### src/rtl/alu_exec.sv
// Multi-cycle integer ALU: single-cycle arith/logic/shift, iterative mult/div.
// Define ALU_DIV_EN to build the restoring divider (code 0011).
module alu_exec #(
  parameter int WIDTH = 32
) (
  input  logic             clk,
  input  logic             resetn,
  input  logic             in_valid,
  output logic             in_ready,
  input  logic [3:0]       ALU_control,
  input  logic [WIDTH-1:0] op_a,
  input  logic [WIDTH-1:0] op_b,
  input  logic [4:0]       shamt,
  output logic             out_valid,
  input  logic             out_ready,
  output logic [WIDTH-1:0] result_lo,
  output logic [WIDTH-1:0] result_hi,
  output logic             zero,
  output logic             ovf,
  output logic             div0,
  output logic             illegal
);

  typedef enum logic [1:0] {
    IDLE,
    BUSY,
    DONE
  } state_e;

  localparam int CW = $clog2(WIDTH) + 1;
  localparam logic [CW-1:0] LAST = CW'(WIDTH - 1);

  state_e           state_q, state_d;
  logic [WIDTH-1:0] lo_q, lo_d;
  logic [WIDTH-1:0] hi_q, hi_d;
  logic [WIDTH-1:0] b_q, b_d;
  logic [CW-1:0]    cnt_q, cnt_d;
  logic             ovf_q, ovf_d;
  logic             ill_q, ill_d;
`ifdef ALU_DIV_EN
  logic             div_q, div_d;
  logic             dz_q, dz_d;
  logic [WIDTH:0]   rem_t;
  logic [WIDTH:0]   dif_t;
`endif

  logic [WIDTH-1:0] add_s;
  logic [WIDTH-1:0] sub_s;
  logic [WIDTH:0]   mul_t;

  assign add_s = op_a + op_b;
  assign sub_s = op_a - op_b;

  always_comb begin
    state_d = state_q;
    lo_d    = lo_q;
    hi_d    = hi_q;
    b_d     = b_q;
    cnt_d   = cnt_q;
    ovf_d   = ovf_q;
    ill_d   = ill_q;
    mul_t   = '0;
`ifdef ALU_DIV_EN
    div_d   = div_q;
    dz_d    = dz_q;
    rem_t   = '0;
    dif_t   = '0;
`endif
    unique case (state_q)
      IDLE: begin
        if (in_valid) begin
          state_d = DONE;
          cnt_d   = '0;
          hi_d    = '0;
          ovf_d   = 1'b0;
          ill_d   = 1'b0;
`ifdef ALU_DIV_EN
          dz_d    = 1'b0;
          div_d   = 1'b0;
`endif
          unique case (ALU_control)
            4'b0000: begin
              lo_d  = add_s;
              ovf_d = (op_a[WIDTH-1] == op_b[WIDTH-1]) &&
                      (add_s[WIDTH-1] != op_a[WIDTH-1]);
            end
            4'b0001: begin
              lo_d  = sub_s;
              ovf_d = (op_a[WIDTH-1] != op_b[WIDTH-1]) &&
                      (sub_s[WIDTH-1] != op_a[WIDTH-1]);
            end
            4'b0010: begin
              state_d = BUSY;
              lo_d    = op_b;
              b_d     = op_a;
            end
`ifdef ALU_DIV_EN
            4'b0011: begin
              if (op_b == '0) begin
                lo_d = '1;
                hi_d = op_a;
                dz_d = 1'b1;
              end else begin
                state_d = BUSY;
                div_d   = 1'b1;
                lo_d    = op_a;
                b_d     = op_b;
              end
            end
`endif
            4'b0100: lo_d = op_b << shamt;
            4'b0101: lo_d = op_b >> shamt;
            4'b1000: lo_d = op_a & op_b;
            4'b1001: lo_d = op_a | op_b;
            4'b1010: lo_d = op_a ^ op_b;
            4'b1011: lo_d = ~(op_a | op_b);
            default: begin
              lo_d  = '0;
              ill_d = 1'b1;
            end
          endcase
        end
      end
      BUSY: begin
        cnt_d = cnt_q + 1'b1;
        if (cnt_q == LAST) state_d = DONE;
`ifdef ALU_DIV_EN
        if (div_q) begin
          // restoring step: borrow out of the trial subtract means "keep"
          rem_t = {hi_q, lo_q[WIDTH-1]};
          dif_t = rem_t - {1'b0, b_q};
          if (!dif_t[WIDTH]) begin
            hi_d = dif_t[WIDTH-1:0];
            lo_d = {lo_q[WIDTH-2:0], 1'b1};
          end else begin
            hi_d = rem_t[WIDTH-1:0];
            lo_d = {lo_q[WIDTH-2:0], 1'b0};
          end
        end else begin
          mul_t        = {1'b0, hi_q} + (lo_q[0] ? {1'b0, b_q} : '0);
          {hi_d, lo_d} = {mul_t, lo_q[WIDTH-1:1]};
        end
`else
        mul_t        = {1'b0, hi_q} + (lo_q[0] ? {1'b0, b_q} : '0);
        {hi_d, lo_d} = {mul_t, lo_q[WIDTH-1:1]};
`endif
      end
      DONE: begin
        if (out_ready) state_d = IDLE;
      end
      default: state_d = IDLE;
    endcase
  end

  always_ff @(posedge clk or negedge resetn) begin
    if (!resetn) begin
      state_q <= IDLE;
      lo_q    <= '0;
      hi_q    <= '0;
      b_q     <= '0;
      cnt_q   <= '0;
      ovf_q   <= 1'b0;
      ill_q   <= 1'b0;
`ifdef ALU_DIV_EN
      div_q   <= 1'b0;
      dz_q    <= 1'b0;
`endif
    end else begin
      state_q <= state_d;
      lo_q    <= lo_d;
      hi_q    <= hi_d;
      b_q     <= b_d;
      cnt_q   <= cnt_d;
      ovf_q   <= ovf_d;
      ill_q   <= ill_d;
`ifdef ALU_DIV_EN
      div_q   <= div_d;
      dz_q    <= dz_d;
`endif
    end
  end

  assign in_ready  = (state_q == IDLE);
  assign out_valid = (state_q == DONE);
  assign result_lo = lo_q;
  assign result_hi = hi_q;
  assign zero      = out_valid && (lo_q == '0);
  assign ovf       = out_valid && ovf_q;
  assign illegal   = out_valid && ill_q;
`ifdef ALU_DIV_EN
  assign div0      = out_valid && dz_q;
`else
  assign div0      = 1'b0;
`endif

endmodule

### config.mk
export PLATFORM = sky130hd
export DESIGN_NAME = alu_exec
export DESIGN_NICKNAME = d
export VERILOG_FILES = /design/src/rtl/alu_exec.sv
export SDC_FILE = /design/constraint.sdc
export NUM_CORES = 1
export LEC_CHECK = 0
export ABC_AREA = 1
export BUFFER_PORTS_ARGS = -buffer_cell sky130_fd_sc_hd__buf_4
export CAP_MARGIN = 20
export CELL_PAD_IN_SITES_DETAIL_PLACEMENT = 0
export CELL_PAD_IN_SITES_GLOBAL_PLACEMENT = 1
export CORE_MARGIN = 2
export CORE_UTILIZATION = 42
export DETAILED_ROUTE_END_ITERATION = 7
export HOLD_SLACK_MARGIN = 0.08
export PLACE_DENSITY = 0.9
export SYNTH_ARGS = -nofsm -noshare
export SYNTH_HDL_FRONTEND = slang
export SYNTH_SLANG_ARGS = --single-unit
### constraint.sdc
create_clock -name clk -period 3.1 [get_ports clk]
set_clock_uncertainty 0.1 [all_clocks]
set_input_delay 0.465 -clock clk [delete_from_list [all_inputs] [get_ports clk]]
set_output_delay 0.465 -clock clk [all_outputs]
set_load 0.01 [all_outputs]
==> impl_metrics.csv <==
group,metric,value,unit
status,status,"finished, final reports clean",
floorplanning,std_cell_rows,72,
placed_design,placed_area,19200,µm²
synth,synth.most_common_cell,"nand2_1",
timing,finalCritPeriodShare,0.947,
route,via_per_inst,5.83,
critical_path,crit_top_cell,"nand2_1",
clocking,cts_max_path_buffers,2,
timing,worstMarginPinSlew,0.886,ns
synth,ys_seq_area_frac,0.160,
synth,synth_area_leaders,"nand2_1 (22%), dfrtp_1 (16%), nand3_1 (13%)",
global_route,grt_pass1_wl,131,mm
route,top_layer,"met5",
synth,yosysWarnings,0,
floorplanning,die_area,41000,µm²
clocking,cts.sinks,106,
global_route,antenna_found_initial,4,
global_route,grt-ovfl-total,0,
global_route,grt_max_degree,72,
clocking,htree_levels,3,
placed_design,finalWeightedCongestion,1.09,
global_route,grt_pass1_vias,20500,
synth,synth_nets,3204,
critical_path,path_cells,"buf_4 > ha_1 > fa_1 > nand3_1 > nand3_1 > buf_4 > nand2_1 > nand2_1 > o21ai_0 > a21oi_1 > nor2_1 > nand3_1 > nand2_1 > nand2_1",
synth,ys.flop_type,"dfrtp_1",
timing,hold_viol,0,
critical_path,start_kind,"input pin",
pwr,ir_drop,0.000280,V
synth,postSynthCellCount,2994,
timing,hold_slack,0.152,ns
final_layout,nFillCells,4295,
critical_path,rrSetupSlack,0.21,ns
final_layout,syn_to_final_growth,18.0,%
placed_design,io_buffer_count,145,
global_route,grt_usage,0.432,
critical_path,max_stage_delay,0.55,ns
flow_run,drv_cap,0,
final_layout,finalNetCount,3414,
clocking,root_buffer,"clkbuf_16",
final_layout,final_area,19500,µm²
timing,rsz0062_at_grt,"no",
min_path,hp-class,"input pin to register",
synth,ys_seq_elements,106,
timing,setup_tns,0,ns
synth,synth_cell_type_count,49,
floorplanning,pin_count,147,
route,wl_per_cell,24.0,µm
floorplanning,initial_core_util,0.427,
clocking,cts_resized,0,
synth,synth-edff-count,0,
clocking,cts_setup_buffers,0,
final_layout,drive_above_1_share,0.117,
synth,ys_top_cells_by_count,"nand2_1 (984), nand3_1 (437), inv_1 (404)",
route,ant_nets,0,
pwr,power_density,368,nW/µm²
synth,syn-mean-instance-area,5.52,µm²
clocking,cts_tree,"yes",
route,finalWirelength,89.6,mm
critical_path,cp_data_arrival_time,3.13,ns
timing,timing.final.crit_period,2.94,ns
placed_design,post-dp-hpwl,74.1,mm
timing,slew_headroom,0.409,
critical_path,critical_path_class,"input pin to register",
clocking,clk_pin_slew,0.09,ns
synth,synth_async_sr_flop_share,1.00,
timing,setup_viol,0,
route,drt_iter0_drc,2593,
synth,synthesis.area,16500,µm²
synth,yosysTopAreaCellShare,0.223,
critical_path,crit_required,3.30,ns
route,drc,0,
route,wl_met3,9.34,mm
synth,synth_area_leader_cell,"nand2_1",
critical_path,setup.worst_path.end_class,"register",
pwr,p_total,7.19,mW
route,firstDrtPassIters,6,
route,wl_met2,38.1,mm
clocking,insertion_delay,0.41,ns
clocking,cts_buffers,9,
floorplanning,core_area,38700,µm²
route,dr_total_vias,21800,
floorplanning,die_h,202,µm
pwr,leakage,11.1,nW
floorplanning,die_x,202,µm
timing,maxSlewViolCount,0,
final_layout,fin_util,0.504,
route,met1_length,33.7,mm
critical_path,crit_slowest_cell,"fa_1",
timing,max_freq,341,MHz
critical_path,crit_path_max_fanout,5,
[power breakdown]
part,switching (mW),internal [mW],leakage (nW)
combinational,2.37,1.29,9.48
clock,0.736,0.588,0.152
sequential,0.494,1.71,1.43
[final timing paths]
kind | start | end | depth (start not counted)
worst max-delay path | op_b[0] | result_lo[8] | 14
worst min-delay path | out_ready | state_q[1] | 2
worst max register to register | b_q[0] | result_hi[23] | 14
worst min register to register | b_q[25] | b_q[25] | 2
max in group asynchronous | resetn | b_q[12] | 3
min in group asynchronous | resetn | result_hi[27] | 2
[critical path, delay by kind of cell]
| family | cells | cell delay [ns] |
|---|---|---|
| AO/OA/AOI/OAI | 2 | 0.23 |
| adder cells (fa/ha/maj) | 2 | 0.90 |
| buffers and inverters | 2 | 0.37 |
| AND/OR/NAND/NOR | 8 | 1.15 |
[final cells by class]
cell class / count / area [µm²] / share of cell area
Tap cell: 518 / 648 / 0.0332
Sequential cell: 106 / 2650 / 0.136
Timing Repair Buffer: 323 / 2620 / 0.134
Multi-Input combinational cell: 2345 / 11700 / 0.600
Clock buffer: 9 / 225 / 0.0115
Antenna cell: 1 / 2.50 / 0.000128
Inverter: 419 / 1570 / 0.0806
Clock inverter: 7 / 86.3 / 0.00442
[cell families after synthesis]
family / share of synthesized area
compound gates: 0.143
xor+xnor: 0.00424
fa+ha+maj: 0.102
buf+inv: 0.131
flops: 0.160
mux: 0.00121
other cells: 0.000227
simple gates: 0.458
[routing by layer]
layer / global-route usage / vias to the layer above
met5: 0 / -
met4: 0.331 / 4
met3: 0.0896 / 319
met2: 0.669 / 1409
met1: 0.525 / 9908
li1: - / 10100
[cell usage in the layout, fill, tap and decap left out, drive strengths merged, types with 41 or more instances in the layout]
| master | instances |
|---|---|
| nor2 | 268 |
| dfrtp | 106 |
| nand2 | 985 |
| o21ai | 149 |
| nand3 | 437 |
| buf | 322 |
| inv | 423 |
| a21oi | 113 |
| o211ai | 41 |
| ha | 130 |
[what timing repair did]
action,4_1_cts,5_1_grt
endpoints found under the setup margin,0,0
hold endpoints to repair,34,0
hold buffers,1,0
[per-stage QoR]
stage / std cells / setup WS [ns]
floorplan: 2994 / 0.457
global placement: 3710 / -0.209
detailed placement: 3710 / -0.164
CTS: 3727 / 0.251
global route: 3727 / 0.0202
finish: 3728 / 0.163
[flip-flops by register name, summed over array words and instances, names as in the netlist]
name,count
ovf_q,1
ill_q,1
cnt_q,6
result_lo,32
b_q,32
state_q,2
result_hi,32
(Power assumes the default switching activity.)
